--- config.mk ---
export PLATFORM = sky130hd
export DESIGN_NAME = rda
export DESIGN_NICKNAME = d
export VERILOG_FILES = /design/src/rtl/rda_pkg.sv /design/src/rtl/rda_step.sv /design/src/rtl/rda.sv
export SDC_FILE = /design/constraint.sdc
export NUM_CORES = 1
export LEC_CHECK = 0
export CAP_MARGIN = 5
export CORE_ASPECT_RATIO = 1.2
export CORE_MARGIN = 5
export CORE_UTILIZATION = 25
export CTS_BUF_LIST = sky130_fd_sc_hd__clkbuf_8
export DETAILED_ROUTE_END_ITERATION = 8
export PLACE_DENSITY = 0.54
export SYNTH_ARGS = -nofsm -noshare
export SYNTH_HDL_FRONTEND = slang
export SYNTH_SLANG_ARGS = --single-unit
--- constraint.sdc ---
create_clock -name clk -period 2.8 [get_ports clk]
set_input_delay 0.56 -clock clk [delete_from_list [all_inputs] [get_ports clk]]
set_output_delay 0.56 -clock clk [all_outputs]
set_load 0.02 [all_outputs]
--- src/rtl/rda_pkg.sv ---
// Shared types and helpers for the restoring divider.
package rda_pkg;

  typedef enum logic [1:0] {
    S_IDLE = 2'd0,
    S_RUN  = 2'd1,
    S_DONE = 2'd2
  } state_t;

  function automatic int cnt_width(input int n);
    return $clog2(n + 1);
  endfunction

endpackage

--- src/rtl/rda_step.sv ---
// One restoring-division iteration: shift {A,Q}, trial-subtract M, restore or keep.
module rda_step #(
  parameter int N = 5
) (
  input  logic [N-1:0] i_a,
  input  logic [N-1:0] i_q,
  input  logic [N:0]   i_m,
  output logic [N:0]   o_a,
  output logic [N-1:0] o_q
);

  logic [N:0]   w_a_sh;
  logic [N-1:0] w_q_sh;
  logic [N:0]   w_t;

  // A never exceeds M-1 between iterations, so its top bit is always clear
  // and only the low N bits feed the shift.
  assign w_a_sh = {i_a, i_q[N-1]};
  assign w_q_sh = {i_q[N-2:0], 1'b0};
  assign w_t    = w_a_sh - i_m;

  always_comb begin
    o_a = w_a_sh;
    o_q = w_q_sh;
    if (!w_t[N]) begin
      o_a = w_t;
      o_q = {w_q_sh[N-1:1], 1'b1};
    end
  end

endmodule

--- src/rtl/rda.sv ---
// Sequential unsigned restoring divider: one quotient bit per clock after a start pulse.
//   state  | meaning
//   S_IDLE | waiting for start after reset
//   S_RUN  | iterating, count = iterations remaining
//   S_DONE | result held in regQ/regA until next start
module rda
  import rda_pkg::*;
#(
  parameter int N = 5
) (
  input  logic                    clk,
  input  logic                    rst,
  input  logic                    start,
  input  logic [N-1:0]            dividendo,
  input  logic [N-1:0]            divisor,
  output logic [N-1:0]            regQ,
  output logic [N:0]              regA,
  output logic [cnt_width(N)-1:0] count
);

  localparam int CW = cnt_width(N);

  state_t        r_state;
  logic [N:0]    r_a;
  logic [N:0]    r_m;
  logic [N-1:0]  r_q;
  logic [CW-1:0] r_cnt;

  logic [N:0]    w_a_nxt;
  logic [N-1:0]  w_q_nxt;

  rda_step #(.N(N)) u_step (
    .i_a (r_a[N-1:0]),
    .i_q (r_q),
    .i_m (r_m),
    .o_a (w_a_nxt),
    .o_q (w_q_nxt)
  );

  always_ff @(posedge clk) begin
    if (rst) begin
      r_state <= S_IDLE;
      r_a     <= '0;
      r_q     <= '0;
      r_m     <= '0;
      r_cnt   <= '0;
    end else begin
      case (r_state)
        S_IDLE, S_DONE: begin
          if (start) begin
            r_a     <= '0;
            r_q     <= dividendo;
            r_m     <= {1'b0, divisor};
            r_cnt   <= CW'(N);
            r_state <= S_RUN;
          end
        end
        S_RUN: begin
          r_a   <= w_a_nxt;
          r_q   <= w_q_nxt;
          r_cnt <= r_cnt - 1'b1;
          if (r_cnt == CW'(1)) r_state <= S_DONE;
        end
        default: r_state <= S_IDLE;
      endcase
    end
  end

  assign regQ  = r_q;
  assign regA  = r_a;
  assign count = r_cnt;

endmodule

# == Yosys cells after proc, flatten, opt, wreduce, memory -nomap -nowiden ==
# Index checks and enable logic that the tools add are counted.
# word_totals
word_cells,29
reg_bits,21
# op_classes
reduce_logical,6
addsub,2
eq_ne,5
n_mux,11
# op_table
op,n
$mux 6,2
$pmux 6 s2,1
$pmux 5 s2,1
$pmux 3 s2,1
$reduce_and 2->1,3
$sub 6x5->6,1
$mux 5,1
$mux 2,2
$ne 2x2->1 const B,2
$pmux 2 s2,1
$eq 3x1->1 const B,1
$mux 3,1
$sub 3x1->3 const B,1
$eq 2x1->1 const B,1
$eq 2x2->1 const B,1
$logic_not 2->1,1
$reduce_bool 2->1,1
$reduce_or 2->1,1
$mux 1,1

# == Longest topological paths before layout ==
# depth
ltp_word,4
mapped_depth,11
depth_no_buf,10

# == Modules after synthesis ==
# Synthesis repeated with hierarchy kept, for this count alone.
# hier_totals
cells_unflattened,158
hier_area_um2,1277.5
# by_module_without_submodules
mod,cells_each,n_inst,area_per_inst_um2
rda,104,1,858.3
rda_step,54,1,419.2

# == Worst setup path before layout ==
# No wires, ideal clock.
# synth_timing
kind,flip-flop to flip-flop
start,register r_a[1] (netlist: regA[1])
end,register r_a[3] (netlist: regA[3])
required_ps,2742
path_stages_with_launch,11
setup_ps,58
setup_slack_ps,484
t_arrival_ps,2258
synth_period_minus_slack_ps,2316
cell_sequence,dfxtp_1 > ha_1 > nor2b_4 > a221oi_2 > o21ai_0 > ha_1 > buf_6 > nor3b_1 > a21oi_1 > a211oi_1 > a211o_1
# synth_via
elab_chain_len,3
# synth_rtl
item,line,text
"start, declared",rda.sv:24,logic [N:0] r_a;
"start signal, assigned",rda.sv:59,r_a <= w_a_nxt;
$sub 6x5->6,rda_step.sv:20,assign w_t = w_a_sh - i_m;
$mux 6,rda_step.sv:25,if (!w_t[N]) begin
$pmux 6 s2,rda.sv:48,case (r_state)
# Every way passes these cells.
# A chain may end at the register's enable or synchronous reset.

# == Worst setup path in the final report ==
# layout_timing
start,register r_m[2]
end,register r_a[3] (netlist: regA[3])
# layout_via
elab_chain_len,3
# layout_rtl
item,line,text
"start, declared",rda.sv:25,logic [N:0] r_m;
"start signal, assigned",rda.sv:53,"r_m <= {1'b0, divisor};"
$sub 6x5->6,rda_step.sv:20,
$mux 6,rda_step.sv:25,
$pmux 6 s2,rda.sv:48,
# Every way passes these cells.

==> flow_summary.json <==
{
  "syn_nets": 158,
  "area_growth_pct": 27.7,
  "syn-cell-area_sq_mm": 0.00121,
  "crit_chain": "inv_1, ha_1, nor2b_4, a221oi_2, o21ai_0, ha_1, nor3b_1, a21oi_1, a211oi_1, a211o_1",
  "vias": 1026,
  "layout_common_cells": "clkdlybuf4s50_1 (26), dfxtp_1 (21), nor2_1 (15), a21oi_1 (14)",
  "cpMaxStageDelayCell": "ha_1",
  "setup_violations": 0,
  "p_seq_share_pct": 40.1,
  "synth-edff-count": 0,
  "grt_setup_unrepaired": "false",
  "status": "finished clean",
  "hold_viol": 0,
  "wire_per_inst_um": 12.8,
  "vias_per_cell": 4.71,
  "p_int_uw": 578,
  "cts_tree": "yes",
  "ff2ff_setup_slack_ps": 310,
  "maxSlewHeadroom_pct": 51.9,
  "n_antenna_cell": 0,
  "power.density_mw_per_mm2": 575,
  "cp-start-kind": "register",
  "timing.hold.ws_ps": 458,
  "ios": 27,
  "grt_pass1_wl_mm": 4.81,
  "final_common_cell": "clkdlybuf4s50_1",
  "clock.fmax_mhz": 402,
  "grt_use_met1_pct": 11.2,
  "dr.pass1.iters": 4,
  "grt_pass1_vias": 1082,
  "fill_cells": 492,
  "initial_core_util_pct": 26.0,
  "cpPeakStageDelay_ps": 470,
  "synth_area_leader_cell": "dfxtp_1",
  "critical_path_class": "register to register",
  "rr_endpoint": "regA[3]$_SDFFE_PP0P_",
  "syn_avg_cell_area_sq_um": 8.92,
  "grt_usage_pct": 9.68,
  "synthArstFlopShare_pct": 0,
  "switching_share_pct": 35.2,
  "grt_max_degree": 18,
  "drive_gt1_share_pct": 14.4,
  "cts_resized": 0,
  "cts_buffers": 3,
  "wirelength_mm": 2.78,
  "h-tree-depth": 1,
  "clkSinkCount": 21,
  "min_period_over_period_pct": 88.9,
  "root_buffer": "clkbuf_8",
  "die_area_sq_mm": 0.00635,
  "crit_top_cell": "ha_1",
  "met2_usage_pct": 16.0,
  "busiest_layer": "met2",
  "drtAntennaViolNets": 0,
  "row_count": 27,
  "drv_cap": 0,
  "multiInputGateArea_sq_um": 691,
  "cp.required_ps": 2950,
  "synthTopCellsByArea": "dfxtp_1 (35%), ha_1 (8.2%), a21oi_1 (5.8%)",
  "ys_ff_latch": 21,
  "cts_setup_buffers": 0,
  "ir_worst_vdd_uv": 229,
  "crit_path_end_kind": "register",
  "core-area_sq_mm": 0.00466,
  "gp_congestion": 0.790,
  "cp_max_fo": 9,
  "place.port_buffers": 26,
  "worstSkewPairLatency_ps": 270,
  "antenna_found_initial": 0,
  "met3_usage_pct": 1.51,
  "clk_pin_slew_ps": 70,
  "ys_warn_count": 0,
  "ctsHoldBuffers": 0,
  "die-height_um": 86.3,
  "period_minus_slack_ps": 2490,
  "crit_family": "compound AO/OA/AOI/OAI gates",
  "arrival_ps": 2640,
  "hold_path_depth": 2,
  "drc": 0,
  "worstHoldStart": "r_m[3]$_SDFFE_PP0P_",
  "synth.yosys.seq_area_share_pct": 34.6,
  "ff_latch_area_sq_um": 420,
  "fin_tns_setup_ps": 0,
  "syn_inst": 136,
  "ff2ff_path_depth": 10,
  "clkPwrFrac_pct": 23.2,
  "finClkSkew_ps": 12.4,
  "hold_class": "register to register",
  "hold_path_end": "r_m[3]$_SDFFE_PP0P_",
  "ys_types": 38,
  "tightestPinTransition_ps": 719,
  "synth_top_area_share_pct": 34.6,
  "clockBufferDepth": 2,
  "grt_overflow": 0,
  "reg2reg_from": "r_m[2]$_SDFFE_PP0P_",
  "maxSlewViolCount": 0,
  "combinationalPowerShare_pct": 36.7,
  "dp_hpwl_mm": 2.14,
  "leakagePower_uw": 0.000587,
  "dieWidth_um": 73.6,
  "nNetsFinal": 183,
  "p_sw_uw": 314,
  "drtIter0Drc": 45,
  "critPathBufInv": 1,
  "ys.flop_type": "dfxtp_1"
}
-- per-layer routing --
layer	vias up	part of all wire, %
met1	470	44
li1	522	-
met4	0	3.7
met5	-	0
met3	8	4.2
met2	26	48
-- sequential cells by signal (all words and copies together), names as in the netlist --
register / flops
r_state: 2
regQ: 5
regA: 6
r_m: 5
count: 3
-- logic make-up after synthesis --
kind of cell	after synthesis	synth area share (%)
adders and majority gates	9	9.90
DFF	21	34.6
buffers and inverters	20	8.45
muxes	1	0.825
AOI/OAI and AO/OA	36	21.2
and+or+nand+nor	49	24.9
-- worst reg2reg max path: cells and delay by family (launching register included) --
kind	cells	cell delay (ps)
buf+inv	1	50
compound gates	5	980
flops	1	330
simple gates	2	230
fa+ha+maj	2	790
-- layout make-up --
cell class,instances,area share (%)
Clock buffer,3,2.66
Clock inverter,1,0.323
Inverter,12,2.91
Multi-Input combinational cell,95,44.6
Sequential cell,21,27.1
Tap cell,58,4.68
Timing Repair Buffer,28,17.8
-- per-stage QoR --
step | worst slack [ps] | utilization (%) | instances | total power, uW | area, sq um
final | 311 | 33.3 | 218 | 892 | 1550
after global routing | 65.6 | 33.3 | 218 | 955 | 1550
after CTS | 302 | 33.3 | 218 | 903 | 1550
after global placement | 459 | 32.3 | 214 | 689 | 1500
after floorplan | 484 | - | 136 | 610 | 1210
after detailed placement | 320 | 32.3 | 214 | 696 | 1500
-- Yosys cell counts, types with 2 or more instances --
library cell and number:
nor3b_1 3, dfxtp_1 21, buf_6 2, nor3_1 2, nand2_1 12, a211oi_1 2
clkbuf_1 2, o21ai_0 2, o22ai_1 5, a32oi_1 2, nor3_2 4, nand2b_4 3
buf_4 3, nor2_1 15, a211oi_2 3, inv_1 12, nand2b_1 2, ha_1 8
a21oi_1 14
-- power groups by stage --
stage	combinational [uW]	sequential, uW	clock [uW]
floorplan	225	385	0
global placement	325	364	0
detailed placement	331	365	0
CTS	333	358	213
global route	364	363	228
finish	327	358	206
-- worst max-delay path by stage --
stage               cells past startpoint            startpoint  slack, ps                   end
detailed placement                     10   r_m[2]$_SDFFE_PP0P_        320  regA[3]$_SDFFE_PP0P_
finish                                 10   r_m[2]$_SDFFE_PP0P_        310  regA[3]$_SDFFE_PP0P_
floorplan                              10  regA[1]$_SDFFE_PP0P_        480  regA[3]$_SDFFE_PP0P_
global placement                       10   r_m[2]$_SDFFE_PP0P_        460  regA[3]$_SDFFE_PP0P_
global route                           10   r_m[2]$_SDFFE_PP0P_         70  regA[3]$_SDFFE_PP0P_
CTS                                    10   r_m[2]$_SDFFE_PP0P_        300  regA[3]$_SDFFE_PP0P_
No activity file was read; power rests on OpenSTA's default activity.
